==> src/rtl/chunked_adder.sv <==
`default_nettype none
// ============================================================================
// Module      : chunked_adder
// Description : Multi-cycle add/subtract unit processing CHUNK bits per clock.
// Revision    : 1.0 - initial release
// ============================================================================
module chunked_adder #(
    parameter int WIDTH = 32,
    parameter int CHUNK = 8
) (
    input  logic             clk,
    input  logic             rst,
    input  logic             start,
    input  logic             sub,
    input  logic [WIDTH-1:0] a,
    input  logic [WIDTH-1:0] b,
    input  logic             cin,
    output logic             busy,
    output logic             done,
    output logic [WIDTH-1:0] sum,
    output logic             cout,
    output logic             ovf
);

    localparam int NCH = WIDTH / CHUNK;
    localparam int IW  = (NCH > 1) ? $clog2(NCH) : 1;
    localparam logic [IW-1:0] LAST_IDX = IW'(NCH - 1);

    typedef enum logic [1:0] {
        ST_IDLE = 2'd0,
        ST_RUN  = 2'd1,
        ST_DONE = 2'd2
    } state_t;

    state_t           state_q, state_d;
    logic [WIDTH-1:0] a_q, a_d;
    logic [WIDTH-1:0] b_q, b_d;
    logic [WIDTH-1:0] part_q, part_d;
    logic [WIDTH-1:0] sum_q, sum_d;
    logic             carry_q, carry_d;
    logic             cout_q, cout_d;
    logic             ovf_q, ovf_d;
    logic [IW-1:0]    idx_q, idx_d;

    logic [CHUNK:0]   w_chunk;
    logic [WIDTH-1:0] w_part_shift;

    // Operands shift right each cycle, so the active chunk is always the low one.
    assign w_chunk = {1'b0, a_q[CHUNK-1:0]} + {1'b0, b_q[CHUNK-1:0]}
                   + {{CHUNK{1'b0}}, carry_q};

    generate
        if (NCH == 1) begin : g_single
            assign w_part_shift = w_chunk[CHUNK-1:0];
        end else begin : g_multi
            assign w_part_shift = {w_chunk[CHUNK-1:0], part_q[WIDTH-1:CHUNK]};
        end
    endgenerate

    always_comb begin
        state_d = state_q;
        a_d     = a_q;
        b_d     = b_q;
        part_d  = part_q;
        sum_d   = sum_q;
        carry_d = carry_q;
        cout_d  = cout_q;
        ovf_d   = ovf_q;
        idx_d   = idx_q;
        case (state_q)
            ST_IDLE, ST_DONE: begin
                state_d = ST_IDLE;
                if (start) begin
                    a_d     = a;
                    b_d     = b ^ {WIDTH{sub}};
                    carry_d = sub ? 1'b1 : cin;
                    idx_d   = '0;
                    part_d  = '0;
                    state_d = ST_RUN;
                end
            end
            ST_RUN: begin
                a_d     = a_q >> CHUNK;
                b_d     = b_q >> CHUNK;
                carry_d = w_chunk[CHUNK];
                part_d  = w_part_shift;
                idx_d   = idx_q + IW'(1);
                if (idx_q == LAST_IDX) begin
                    // Low chunk now holds the original MSBs of both operands.
                    state_d = ST_DONE;
                    sum_d   = w_part_shift;
                    cout_d  = w_chunk[CHUNK];
                    ovf_d   = (a_q[CHUNK-1] == b_q[CHUNK-1]) &&
                              (w_chunk[CHUNK-1] != a_q[CHUNK-1]);
                end
            end
            default: state_d = ST_IDLE;
        endcase
    end

    always_ff @(posedge clk) begin
        if (rst) begin
            state_q <= ST_IDLE;
            a_q     <= '0;
            b_q     <= '0;
            part_q  <= '0;
            sum_q   <= '0;
            carry_q <= 1'b0;
            cout_q  <= 1'b0;
            ovf_q   <= 1'b0;
            idx_q   <= '0;
        end else begin
            state_q <= state_d;
            a_q     <= a_d;
            b_q     <= b_d;
            part_q  <= part_d;
            sum_q   <= sum_d;
            carry_q <= carry_d;
            cout_q  <= cout_d;
            ovf_q   <= ovf_d;
            idx_q   <= idx_d;
        end
    end

    assign busy = (state_q == ST_RUN);
    assign done = (state_q == ST_DONE);
    assign sum  = sum_q;
    assign cout = cout_q;
    assign ovf  = ovf_q;

endmodule
`default_nettype wire

==> config.mk <==
export PLATFORM = sky130hd
export DESIGN_NAME = chunked_adder
export DESIGN_NICKNAME = d
export VERILOG_FILES = /design/src/rtl/chunked_adder.sv
export SDC_FILE = /design/constraint.sdc
export NUM_CORES = 1
export LEC_CHECK = 0
export ABC_AREA = 1
export CAP_MARGIN = 15
export CORE_MARGIN = 2
export CORE_UTILIZATION = 59
export CTS_BUF_LIST = sky130_fd_sc_hd__clkbuf_2
export CTS_CLUSTER_DIAMETER = 150
export DETAILED_ROUTE_END_ITERATION = 6
export DONT_BUFFER_PORTS = 1
export PLACE_DENSITY_LB_ADDON = 0.08
export SLEW_MARGIN = 30
export SYNTH_ARGS = -nofsm -noshare
export SYNTH_HDL_FRONTEND = slang
export SYNTH_SLANG_ARGS = --single-unit
==> constraint.sdc <==
create_clock -name clk -period 1.68 [get_ports clk]
set_input_delay 0.168 -clock clk [delete_from_list [all_inputs] [get_ports clk]]
set_output_delay 0.168 -clock clk [all_outputs]
set_load 0.05 [all_outputs]
# Word-level counts from Yosys, hierarchy flattened
# Index checks and enable logic that the tools add are counted.
# op_classes
muxes	14
n_eq_ne	7
addsub	3
bitwise_logic	1
n_reduce_logical	6
# op_table
op	count
$pmux W32 S2	3
$mux W32	3
$xor A32 B32 Y32	1
$add A8 B8 Y9	1
$add A9 B1 Y9	1
$pmux W2 S2	2
$eq A2 B2 Y1 const B	2
$mux W2	2
$reduce_and A2 Y1	2
$mux W1	3
$add A2 B1 Y2 const B	1
$eq A2 B1 Y1 const B	1
$logic_not A2 Y1	1
$ne A2 B1 Y1 const B	1
$ne A2 B2 Y1 const B	1
$pmux W1 S2	1
$reduce_bool A2 Y1	1
$reduce_or A2 Y1	1
$eq A1 B1 Y1	1
$logic_and A1 B1 Y1	1
$ne A1 B1 Y1	1
# totals
reg_bits	135
out_inout_bits	36
wordCells	40

# Logic depth before layout (Yosys ltp)
# Gate-level depths: netlist of run 1.
# depth
depth_word	4
ltp_mapped	11

# Worst setup path after synthesis of run 1
# No wires, ideal clock.
# synth_timing
path_type	register -> register
start	register a_q[0]
end	register sum_q[30] (netlist: sum[30])
synth_period_minus_slack_ns	1.771
required_ns	1.571
t_arrival_ns	1.662
stages_incl_launch_ff	11
setup_ns	0.109
path_buffers	0
slack_ns	-0.091
path_cell_list	dfxtp_1 fa_1 fa_1 nand3_1 nand2_1 nand2_1 nand3_1 nand2_1 nand2_1 nand2_1 inv_1
# synth_between
elab_chain_len	2
# synth_rtl
element	line_no	rtl
from (decl)	36	logic [WIDTH-1:0] a_q, a_d;
from (signal assigned)	104	a_q <= '0;
from (signal assigned)	114	a_q <= a_d;
$add A8 B8 Y9	49	assign w_chunk = {1'b0, a_q[CHUNK-1:0]} + {1'b0, b_q[CHUNK-1:0]}
$add A9 B1 Y9	50	+ {{CHUNK{1'b0}}, carry_q};
to (signal assigned)	117	sum_q <= sum_d;
to (decl)	39	logic [WIDTH-1:0] sum_q, sum_d;
# Every way passes these cells.
# A chain may end at the register's enable or synchronous reset.

# Worst setup path in the final report of run 1
# layout_timing
start	register a_q[0]
end	register carry_q
# layout_between
elab_chain_len	3
# layout_rtl
element	line_no	rtl
$add A8 B8 Y9	49	
$add A9 B1 Y9	50	
$pmux W1 S2	70	case (state_q)
to (signal assigned)	118	carry_q <= carry_d;
to (decl)	40	logic carry_q, carry_d;
# Every way passes these cells.

==> results of run 1 <==
-- worst reg2reg max path: stages, from the launching register on --
cell	delay, ns
dfxtp_2	0.37
fa_2	0.41
fa_2	0.38
nand3_2	0.11
nand2_4	0.07
nand2_2	0.08
nand3_2	0.10
a21oi_2	0.15
nor2_1	0.06
-- repair_timing --
item,CTS,global route
resized for setup,10,15
pin swaps,3,4
endpoints found under the hold margin,122,53
hold buffers,47,28
gates cloned,0,2
setup endpoints to repair,9,16
setup buffers,1,1
-- layout make-up --
cell class,count,share of cell area
Clock inverter,14,0.02331
Clock buffer,18,0.01332
Multi-Input combinational cell,487,0.3696
Tap cell,108,0.01998
Inverter,33,0.01905
Timing Repair Buffer,125,0.1783
Sequential cell,127,0.3764
-- cell families (layout without fill, tap and decap cells) --
| logic type | after synthesis | in the layout | synth area share |
|---|---|---|---|
| compound gates | 177 | 177 | 0.1929 |
| xor+xnor | 9 | 9 | 0.01471 |
| fa+ha+maj | 10 | 10 | 0.02616 |
| buf+inv | 83 | 190 | 0.07240 |
| flops | 127 | 127 | 0.4745 |
| simple gates | 291 | 291 | 0.2193 |
-- registers in the layout, summed over array words and instances, names as in the netlist --
signal and cells:
part_q 24, ovf 1, state_q 2, b_q 32, sum 32, carry_q 1, idx_q 2, cout 1
a_q 32
-- metrics by stage --
stage	power (uW)	instance area [sq um]	hold slack [ns]
floorplan	3947	5363	0.3163
global placement	4073	5594	0.2424
detailed placement	4102	5594	0.2455
CTS	6114	6357	-0.5102
global route	6558	6764	0.1030
finish	6258	6764	0.1615
-- layout by cell type, fill, tap and decap left out, types with 4 or more instances in the layout --
cell type / instances
o221ai_1: 22
inv_1: 26
inv_2: 5
clkbuf_2: 18
nand3_1: 26
o21ai_1: 7
dlygate4sd3_1: 73
dfxtp_1: 124
buf_4: 46
or2_2: 8
inv_6: 5
a31oi_1: 6
nor2_1: 72
a21oi_1: 85
nand2_1: 170
o211ai_1: 16
nand2_2: 7
xnor2_1: 4
ha_1: 8
o21ai_0: 30
a21oi_2: 4
-- layer usage --
layer  up-vias  track usage
met3        40      0.06114
met4         0       0.1022
met1      2392       0.3397
met2       200       0.4828
met5         -            0
li1       2515            -
-- power groups by stage --
stage | Clock [uW] | Combinational, uW | Sequential (uW)
after CTS | 1950 | 874 | 3290
after floorplan | 0 | 627 | 3320
after detailed placement | 0 | 751 | 3350
after global routing | 2110 | 1140 | 3310
final | 1930 | 1040 | 3290
after global placement | 0 | 732 | 3340
-- worst max-delay path by stage --
stage,start,end,slack [ns],cells past startpoint
final,a_q[0]$_SDFFE_PP0P_,carry_q$_SDFFE_PP0P_,-0.13,8
after floorplan,a_q[0]$_SDFFE_PP0P_,sum[30]$_SDFFE_PP0P_,0.02,10
after global placement,a_q[0]$_SDFFE_PP0P_,sum[30]$_SDFFE_PP0P_,-0.04,10
after detailed placement,a_q[0]$_SDFFE_PP0P_,sum[30]$_SDFFE_PP0P_,-0.1,10
after global routing,a_q[0]$_SDFFE_PP0P_,carry_q$_SDFFE_PP0P_,-0.17,8
after CTS,a_q[0]$_SDFFE_PP0P_,part_q[30]$_SDFFE_PP0P_,-0.09,9
==> impl_results.md, run 1 <==
* WL met1 at 6037 microns
* Finished Layout Cells at 912
* R2r setup slk at -0.13 ns
* Slew HR at 0.6114
* Max stage delay on crit path at 0.41 ns
* Row count at 34
* Post-Syn Area at 5358 sq um
* GR Overflow Total at 0
* Final cycle utilization of the critical path at 1.079
* DRC at 0
* # diodes at 0
* Post-synth top area share at 0.4745
* Initial antenna violation count at 0
* CP Class: register to register
* Drt total wl at 14,890 microns
* Pin count of the biggest net entering global routing at 55
* Final Util at 0.7718
* Drt via density at 5.644
* Final slew viol count at 0
* Synth cell count leaders: nand2_1, dfxtp_1, a21oi_1, nor2_1, o21ai_0
* Power density cells at 925.2 nW/um^2
* GPL Wtd Cong at 0.8433
* Worst R2R Start: a_q[0]$_SDFFE_PP0P_
* Cells after DPL at 801
* F_max at 0.5516 GHz
* DIE WIDTH at 99.29 microns
* Worst Setup End Kind: register
* Critical Path Slowest Stage Cell: fa_2
* Buffers on Ports at 0
* Clk pin slew, worst setup/hold paths at 0.22 ns
* Pre-CTS WS at -0.09706 ns
* Clock Sinks at 127
* FF/Latch Area at 2546 sq um
* Initial Util at 0.6114
* TritonCTS buffer count at 17
* Drt wl/cell at 16.33 microns
* Worst hold path depth at 3
* Sequential share of power at 0.526
* Yosys reg bits at 127
* Clock Tree Root: clkbuf_2
* Area of the die at 9859 sq um
* Top post-synthesis cells by area: dfxtp_1, nand2_1, a21oi_1, nor2_1, o221ai_1
* Gate power share at 0.166
* Clock Skew at 0.02973 ns
* Violated checks: setup timing
* Routed length on met2 at 7658 microns
* Leak at 0.002910 uW
* Yosys top cell by area: dfxtp_1
* P_sw at 1919 uW
* Worst path cell trace: fa_2 > fa_2 > nand3_2 > nand2_4 > nand2_2 > nand3_2 > a21oi_2 > nor2_1
* Worst setup SP type: register
* Critical path's top delay family: adder cells
* FILL cells at 648
* Final Setup Violations at 8
* Area grow syn2layout at 26.25%
* Avg Inst Size Synth at 7.687 sq um
* Final min period at 1.813 ns
* Min-delay worst type: primary input to register
* Synthesized Nets at 776
* Fin Setup TNS at -0.5832 ns
* First-pass GRT wire length at 22,110 microns
* Hold Path Sink: a_q[26]$_SDFFE_PP0P_
* Reg2reg end: carry_q$_SDFFE_PP0P_
* Maximum Capacitance Violations at 0
* Layout Nets at 870
* Cells after synthesis at 697
* Die Span Y at 99.29 microns
* Clk buf depth at 2
* Largest fanout on the critical path at 3
* Worst-case vdd ir drop at 550.1 uV
* EDFF count, synth at 0
* Vias at 5,147
* Sw Share at 0.3067
* Worst skew pair latency at 0.68 ns
* IO Pins at 105
* CP Data Required Time at 2.24 ns
* Outcome: finished, violations left
* Multi-input gate area at 2500 sq um
* WP data arrival at 2.38 ns
* Global-route usage over all layers at 0.2784
* Async set-reset flop share out of synthesis at 0
* Hold wc startpoint: a[26]
* Top layer in use: met4
* Post-synthesis cell type count at 30
* Dominant synthesized flop cell: dfxtp_1
* Final ANT Viol Nets at 0
* Core Box Area at 8763 sq um
* Initial DRC count at 272
* Reg2reg path depth at 8
* Clk pwr share at 0.308
* Unrepaired setup endpoints after global routing: yes
* Metal3 WL at 829 microns
* TritonRoute pass-1 iters at 6
* P_int at 4339 uW
* Buf+Inv Stages, Crit Path at 0
* CTS tree: built
* DPL Wire Length at 8752 microns
* Worst Slack Setup Final at -0.1330 ns
* Register area share after synthesis at 0.4745
* Most frequent cell after synthesis: nand2_1
* Final number of hold-violating endpoints at 0
* Syn. warnings at 0
* Slew @ Worst Pin at 0.5829 ns
* Vias in the first global route at 4,631
* H-tree depth at 4
* Share of post-route cells with drive strength above 1 at 0.1530
No activity file was read; power rests on OpenSTA's default activity.
==> run 2: changes to the inputs <==
--- a/config.mk
+++ b/config.mk
@@ -6,14 +6,15 @@
 export NUM_CORES = 1
 export LEC_CHECK = 0
 export ABC_AREA = 1
-export CAP_MARGIN = 15
+export CAP_MARGIN = 30
 export CORE_MARGIN = 2
-export CORE_UTILIZATION = 59
-export CTS_BUF_LIST = sky130_fd_sc_hd__clkbuf_2
+export CORE_UTILIZATION = 57
+export CTS_BUF_LIST = sky130_fd_sc_hd__clkbuf_4 sky130_fd_sc_hd__clkbuf_8 sky130_fd_sc_hd__clkbuf_16
 export CTS_CLUSTER_DIAMETER = 150
 export DETAILED_ROUTE_END_ITERATION = 6
 export DONT_BUFFER_PORTS = 1
 export PLACE_DENSITY_LB_ADDON = 0.08
+export SKIP_LAST_GASP = 1
 export SLEW_MARGIN = 30
 export SYNTH_ARGS = -nofsm -noshare
 export SYNTH_HDL_FRONTEND = slang
==> run 2 against run 1 <==
The run ends with hold timing, setup timing left. Sequential power is essentially flat. Critical path depth shrank 1. Global-route usage shrank 1.1 points. Setup slack gained 0.016 ns. Largest cell class unchanged. Combinational power shrank 13%. Largest power group is now clock. Hold slack lost 0.43 ns.
==> impl_results.md, run 2 (synthesized netlist as in run 1, its figures left out) <==
* Reg2reg end: part_q[28]$_SDFFE_PP0P_ (was carry_q$_SDFFE_PP0P_)
* Maximum Capacitance Violations at 0 (unchanged)
* # diodes at 0 (unchanged)
* Buffers on Ports at 0 (unchanged)
* P_sw at 2027 uW (was 1919 uW)
* Hold Path Sink: part_q[8]$_SDFFE_PP0P_ (was a_q[26]$_SDFFE_PP0P_)
* Worst hold path depth at 1 (was 3)
* Pin count of the biggest net entering global routing at 55 (unchanged)
* First-pass GRT wire length at 21,640 microns (was 22,110 microns)
* Vias in the first global route at 4,631 (unchanged)
* Sequential share of power at 0.425 (was 0.526)
* Final Setup Violations at 8 (unchanged)
* Cells after DPL at 802 (was 801)
* Final Util at 0.7318 (was 0.7718)
* Outcome: finished, violations left (unchanged)
* Reg2reg path depth at 7 (was 8)
* Slew @ Worst Pin at 0.5480 ns (was 0.5829 ns)
* Share of post-route cells with drive strength above 1 at 0.1481 (was 0.1530)
* R2r setup slk at -0.12 ns (was -0.13 ns)
* Final ANT Viol Nets at 0 (unchanged)
* Finished Layout Cells at 881 (was 912)
* Hold slack at -0.2669 ns (was 0.1615 ns)
* Clk buf depth at 2 (unchanged)
* Min-delay worst type: primary input to register (unchanged)
* GPL Wtd Cong at 0.8036 (was 0.8433)
* Commonest non-fill, non-tap cells in the layout: nand2_1, dfxtp_1, a21oi_1 (unchanged)
* Initial Util at 0.5826 (was 0.6114)
* Gate power share at 0.116 (was 0.166)
* Final number of hold-violating endpoints at 54 (was 0)
* Layout Nets at 836 (was 870)
* Worst setup SP type: register (unchanged)
* Placed cell area at 5608 sq um (was 5594 sq um)
* Worst R2R Start: carry_q$_SDFFE_PP0P_ (was a_q[0]$_SDFFE_PP0P_)
* Violated checks: hold timing, setup timing (was setup timing)
* P_int at 5706 uW (was 4339 uW)
* H-tree depth at 4 (unchanged)
* Drt via density at 5.547 (was 5.644)
* TritonRoute pass-1 iters at 5 (was 6)
* Vias at 4,887 (was 5,147)
* Clock Tree Root: clkbuf_8 (was clkbuf_2)
* Initial antenna violation count at 0 (unchanged)
* Initial DRC count at 138 (was 272)
* F_max at 0.5564 GHz (was 0.5516 GHz)
* IO Pins at 105 (unchanged)
* Sw Share at 0.2621 (was 0.3067)
* Slew HR at 0.6342 (was 0.6114)
* CP Data Required Time at 2.11 ns (was 2.24 ns)
* CP Class: register to register (unchanged)
* Clk pin slew, worst setup/hold paths at 0.06 ns (was 0.22 ns)
* Clk pwr share at 0.459 (was 0.308)
* Final slew viol count at 0 (unchanged)
* Final min period at 1.797 ns (was 1.813 ns)
* Leak at 0.002875 uW (was 0.002910 uW)
* Worst-case vdd ir drop at 735.7 uV (was 550.1 uV)
* Die Span Y at 101.0 microns (was 99.29 microns)
* TritonCTS buffer count at 17 (unchanged)
* DRC at 0 (unchanged)
* DIE WIDTH at 101.0 microns (was 99.29 microns)
* DPL Wire Length at 8351 microns (was 8752 microns)
* Clock Sinks at 127 (unchanged)
* Most common cell after layout, fill and taps aside: nand2_1 (unchanged)
* CTS tree: built (unchanged)
* Global-route usage over all layers at 0.2678 (was 0.2784)
* Area of the die at 10,190 sq um (was 9859 sq um)
* Worst skew pair latency at 0.51 ns (was 0.68 ns)
* Core Box Area at 9196 sq um (was 8763 sq um)
* Drt total wl at 13,320 microns (was 14,890 microns)
* Largest fanout on the critical path at 3 (unchanged)
* CTS Hold Bufs at 46 (was 47)
* Fin Setup TNS at -0.6804 ns (was -0.5832 ns)
* Worst Setup End Kind: register (unchanged)
* Drt wl/cell at 15.12 microns (was 16.33 microns)
* Worst Slack Setup Final at -0.1174 ns (was -0.1330 ns)
* Unrepaired setup endpoints after global routing: yes (unchanged)
* Clock Skew at 0.01400 ns (was 0.02973 ns)
* Design Area, Final at 6730 sq um (was 6764 sq um)
* Power density cells at 1149 nW/um^2 (was 925.2 nW/um^2)
* Final cycle utilization of the critical path at 1.070 (was 1.079)
* Row count at 35 (was 34)
* Area grow syn2layout at 25.62% (was 26.25%)
* GR Overflow Total at 0 (unchanged)
* Hold wc startpoint: rst (was a[26])
* WP data arrival at 2.23 ns (was 2.38 ns)
-- run 2: cell types whose count changed in the layout (fill, tap and decap cells not counted), sizes merged --
cell,delta
inv,-1
buf,-4
dlymetal6s4s,-1
clkinv,+2
clkbuf,-2
dlygate4sd3,-27
clkinvlp,-1
-- run 2: worst max path at each step --
| stage | from | endpoint | slack (ns) | cells past startpoint |
|---|---|---|---|---|
| after floorplan | a_q[0]$_SDFFE_PP0P_ | sum[30]$_SDFFE_PP0P_ | 0.02 | 10 |
| after global placement | a_q[0]$_SDFFE_PP0P_ | sum[30]$_SDFFE_PP0P_ | -0.06 | 10 |
| after detailed placement | a_q[0]$_SDFFE_PP0P_ | part_q[30]$_SDFFE_PP0P_ | -0.06 | 9 |
| after CTS | a_q[0]$_SDFFE_PP0P_ | part_q[28]$_SDFFE_PP0P_ | -0.09 | 7 |
| after global routing | carry_q$_SDFFE_PP0P_ | part_q[28]$_SDFFE_PP0P_ | -0.20 | 7 |
| final | carry_q$_SDFFE_PP0P_ | part_q[28]$_SDFFE_PP0P_ | -0.12 | 7 |
-- run 2: timing repair --
action	CTS	global route
gates resized for setup	7	12
gates cloned	0	0
endpoints found under the setup margin	6	13
endpoints found under the hold margin	98	53
setup buffers	0	1
pin swaps	3	9
-- run 2: per-layer routing --
layer / global-route usage / share of wire / vias up
met5: 0 / 0 / -
met2: 0.4754 / 0.51 / 154
met1: 0.3263 / 0.42 / 2274
met4: 0.08420 / 0.0098 / 0
met3: 0.05270 / 0.063 / 15
li1: - / - / 2444
-- run 2: layout make-up --
cell class,instances,area [sq um]
inverter,33,126.4
clock buffer,18,421.7
multi-input combinational,487,2496
sequential,127,2545
tap,111,138.9
timing repair buffer,91,843.3
clock inverter,14,158.9
fill,692,2466
-- run 2: power by group through the flow --
stage                     logic [uW]  clock network (uW)  registers, uW
after global routing            1010                3730           3300
after floorplan                  627                   0           3320
after detailed placement         756                   0           3350
final                            900                3550           3280
after CTS                        869                3580           3280
after global placement           739                   0           3340
-- run 2: critical path, stage by stage, from the launching register on --
cell and delay [ns]:
dfxtp_2 0.33, fa_2 0.40, fa_2 0.40, nand3_2 0.11, nand2_4 0.07, xor2_2 0.15
nand2_1 0.10, a21oi_2 0.17
-- run 2: stage by stage --
stage | power, uW | worst slack (ns) | hold slack (ns)
3_3_place_gp | 4081 | -0.05576 | 0.2425
5_1_grt | 8039 | -0.2006 | -0.2906
4_1_cts | 7736 | -0.09180 | -0.2956
2_1_floorplan | 3947 | 0.01605 | 0.3163
3_5_place_dp | 4103 | -0.06239 | 0.2449
6_report | 7733 | -0.1174 | -0.2669
==> run 3: changes to the inputs <==
--- a/config.mk
+++ b/config.mk
@@ -8,7 +8,7 @@
 export ABC_AREA = 1
 export CAP_MARGIN = 30
 export CORE_MARGIN = 2
-export CORE_UTILIZATION = 57
+export CORE_UTILIZATION = 63
 export CTS_BUF_LIST = sky130_fd_sc_hd__clkbuf_4 sky130_fd_sc_hd__clkbuf_8 sky130_fd_sc_hd__clkbuf_16
 export CTS_CLUSTER_DIAMETER = 150
 export DETAILED_ROUTE_END_ITERATION = 6
==> constraint.sdc (replaced) <==
create_clock -name clk -period 1.9 [get_ports clk]
set_input_delay 0.285 -clock clk [delete_from_list [all_inputs] [get_ports clk]]
set_output_delay 0.285 -clock clk [all_outputs]
set_load 0.05 [all_outputs]
==> run 3 against run 2 <==
The run now ends clean. Register-to-register slack better by 0.22 ns. Critical path type is now register to output port. Critical endpoint is now busy. Sequential cell count stayed put. Core utilization is 6.3 points higher. Global-route usage is 3.9 points higher. Sequential power is 11% lower.
==> impl_results.md, run 3 (synthesized netlist as in run 1, its figures left out) <==
* FILL cells at 565 (was 692)
* WP data arrival at 1.52 ns (was 2.23 ns)
* Gate power share at 0.114 (was 0.116)
* Slew HR at 0.6180 (was 0.6342)
* Initial antenna violation count at 0 (unchanged)
* Worst setup SP type: register (unchanged)
* Vias at 4,951 (was 4,887)
* Sw Share at 0.2495 (was 0.2621)
* Largest fanout on the critical path at 38 (was 3)
* P_int at 5273 uW (was 5706 uW)
* Vias in the first global route at 4,614 (was 4,631)
* Total power draw at 7027 uW (was 7733 uW)
* Final min period at 1.808 ns
* H-tree depth at 4 (unchanged)
* Clock Skew at 0.007238 ns (was 0.01400 ns)
* First-pass GRT wire length at 21,520 microns (was 21,640 microns)
* IO Pins at 105 (unchanged)
* TritonRoute pass-1 iters at 5 (unchanged)
* Worst Slack Setup Final at 0.09173 ns (was -0.1174 ns)
* Layout Nets at 813 (was 836)
* Leak at 0.002729 uW (was 0.002875 uW)
* Share of post-route cells with drive strength above 1 at 0.09920 (was 0.1481)
* DRC at 0 (unchanged)
* Worst skew pair latency at 0.52 ns (was 0.51 ns)
* Pre-CTS WS at -0.02145 ns (was -0.06239 ns)
* Final Util at 0.7950 (was 0.7318)
* CP Class: register to output port (was register to register)
* Slew @ Worst Pin at 0.5721 ns (was 0.5480 ns)
* Clk buf depth at 2 (unchanged)
* Drt total wl at 13,770 microns (was 13,320 microns)
* Outcome: complete, no violations (was finished, violations left)
* Global-route usage over all layers at 0.3066 (was 0.2678)
* Clk pin slew, worst setup/hold paths at 0.06 ns (about the same)
* Maximum Capacitance Violations at 0 (unchanged)
* Hold slack at 0.005496 ns (was -0.2669 ns)
* Drt via density at 5.818 (was 5.547)
* Clock Tree Root: clkbuf_8 (unchanged)
* Fin Setup TNS at 0 ns (was -0.6804 ns)
* Worst-case vdd ir drop at 875.5 uV (was 735.7 uV)
* Reg2reg path depth at 9 (was 7)
* DPL Wire Length at 8227 microns (was 8351 microns)
* F_max at 0.5530 GHz
* # diodes at 0 (unchanged)
* Area of the die at 9258 sq um (was 10,190 sq um)
* Final slew viol count at 0 (unchanged)
* Initial DRC count at 241 (was 138)
* DIE WIDTH at 96.22 microns (was 101.0 microns)
* Commonest non-fill, non-tap cells in the layout: nand2_1, dfxtp_1, a21oi_1 (unchanged)
* Buffers on Ports at 0 (unchanged)
* Final number of hold-violating endpoints at 0 (was 54)
* Initial Util at 0.6520 (was 0.5826)
* Final Setup Violations at 0 (was 8)
* Pin count of the biggest net entering global routing at 54 (was 55)
* Row count at 33 (was 35)
* Area grow syn2layout at 21.93% (was 25.62%)
* GR Overflow Total at 0 (unchanged)
* Worst hold path depth at 2 (was 1)
* GPL Wtd Cong at 0.8381 (was 0.8036)
* Clk pwr share at 0.472 (was 0.459)
* Core Box Area at 8217 sq um (was 9196 sq um)
* Most common cell after layout, fill and taps aside: nand2_1 (unchanged)
* Final ANT Viol Nets at 0 (unchanged)
* CTS tree: built (unchanged)
* CP Data Required Time at 1.62 ns (was 2.11 ns)
* TritonCTS buffer count at 17 (unchanged)
* P_sw at 1753 uW (was 2027 uW)
* Die Span Y at 96.22 microns (was 101.0 microns)
* Power density cells at 1076 nW/um^2 (was 1149 nW/um^2)
* Clock Sinks at 127 (unchanged)
* Worst Setup End Kind: output port (was register)
* Unrepaired setup endpoints after global routing: no (was yes)
* Drt wl/cell at 16.18 microns (was 15.12 microns)
* Min-delay worst type: primary input to register (unchanged)
* Sequential share of power at 0.414 (was 0.425)
* Final cycle utilization of the critical path at 0.9517
## run 3: changes by cell type in the layout (fill, tap and decap cells not counted), sizes merged
| cell | change |
|---|---|
| buf | -27 |
| bufinv | +2 |
| clkinv | -2 |
| clkinvlp | +2 |
| dlygate4sd3 | +4 |
| inv | -3 |
## run 3: what timing repair did
action,in CTS,in global routing
resized for setup,1,6
endpoints found under the hold margin,74,0
buffers inserted,0,1
hold buffers,51,0
pin swaps,0,4
endpoints found under the setup margin,4,7
## run 3: layout make-up
type,count,area (sq um),area share
Inverter,33,126.4,0.01934
Timing Repair Buffer,68,676.9,0.1036
Tap cell,105,131.4,0.02011
Sequential cell,127,2544,0.3894
Multi-Input combinational cell,487,2442,0.3739
Clock inverter,13,190.2,0.02911
Clock buffer,18,421.7,0.06455
## run 3: critical path: stages, from the launching register on
cell and delay (ns):
dfxtp_1 0.34, inv_2 0.06, nor2_4 0.11, buf_4 0.48
## run 3: final timing paths
check                               start                      end  slack (ns)
setup reg to reg     carry_q$_SDFFE_PP0P_  part_q[30]$_SDFFE_PP0P_        0.10
hold reg to reg      b_q[28]$_SDFFE_PP0P_     b_q[28]$_SDFFE_PP0P_        0.46
setup / recovery  state_q[0]$_SDFFE_PP0P_                     busy        0.09
hold / removal                      a[20]     a_q[20]$_SDFFE_PP0P_       0.005
## run 3: stage by stage
step / instances / area (sq um)
floorplan: 697 / 5358
global placement: 768 / 5373
detailed placement: 768 / 5373
CTS: 850 / 6507
global route: 851 / 6533
finish: 851 / 6533
## run 3: power groups by stage
stage          combinational, uW  clock [uW]  sequential (uW)
2_1_floorplan                554           0             2930
3_3_place_gp                 628           0             2960
3_5_place_dp                 646           0             2960
6_report                     800        3320             2910
4_1_cts                      767        3330             2910
5_1_grt                      886        3460             2930
## run 3: per-layer routing
metal,vias up,GRT usage,share of wire
li1,2394,-,-
met1,2316,0.3543,0.40
met2,201,0.5069,0.49
met3,40,0.08692,0.067
met4,0,0.1750,0.040
met5,-,0,0
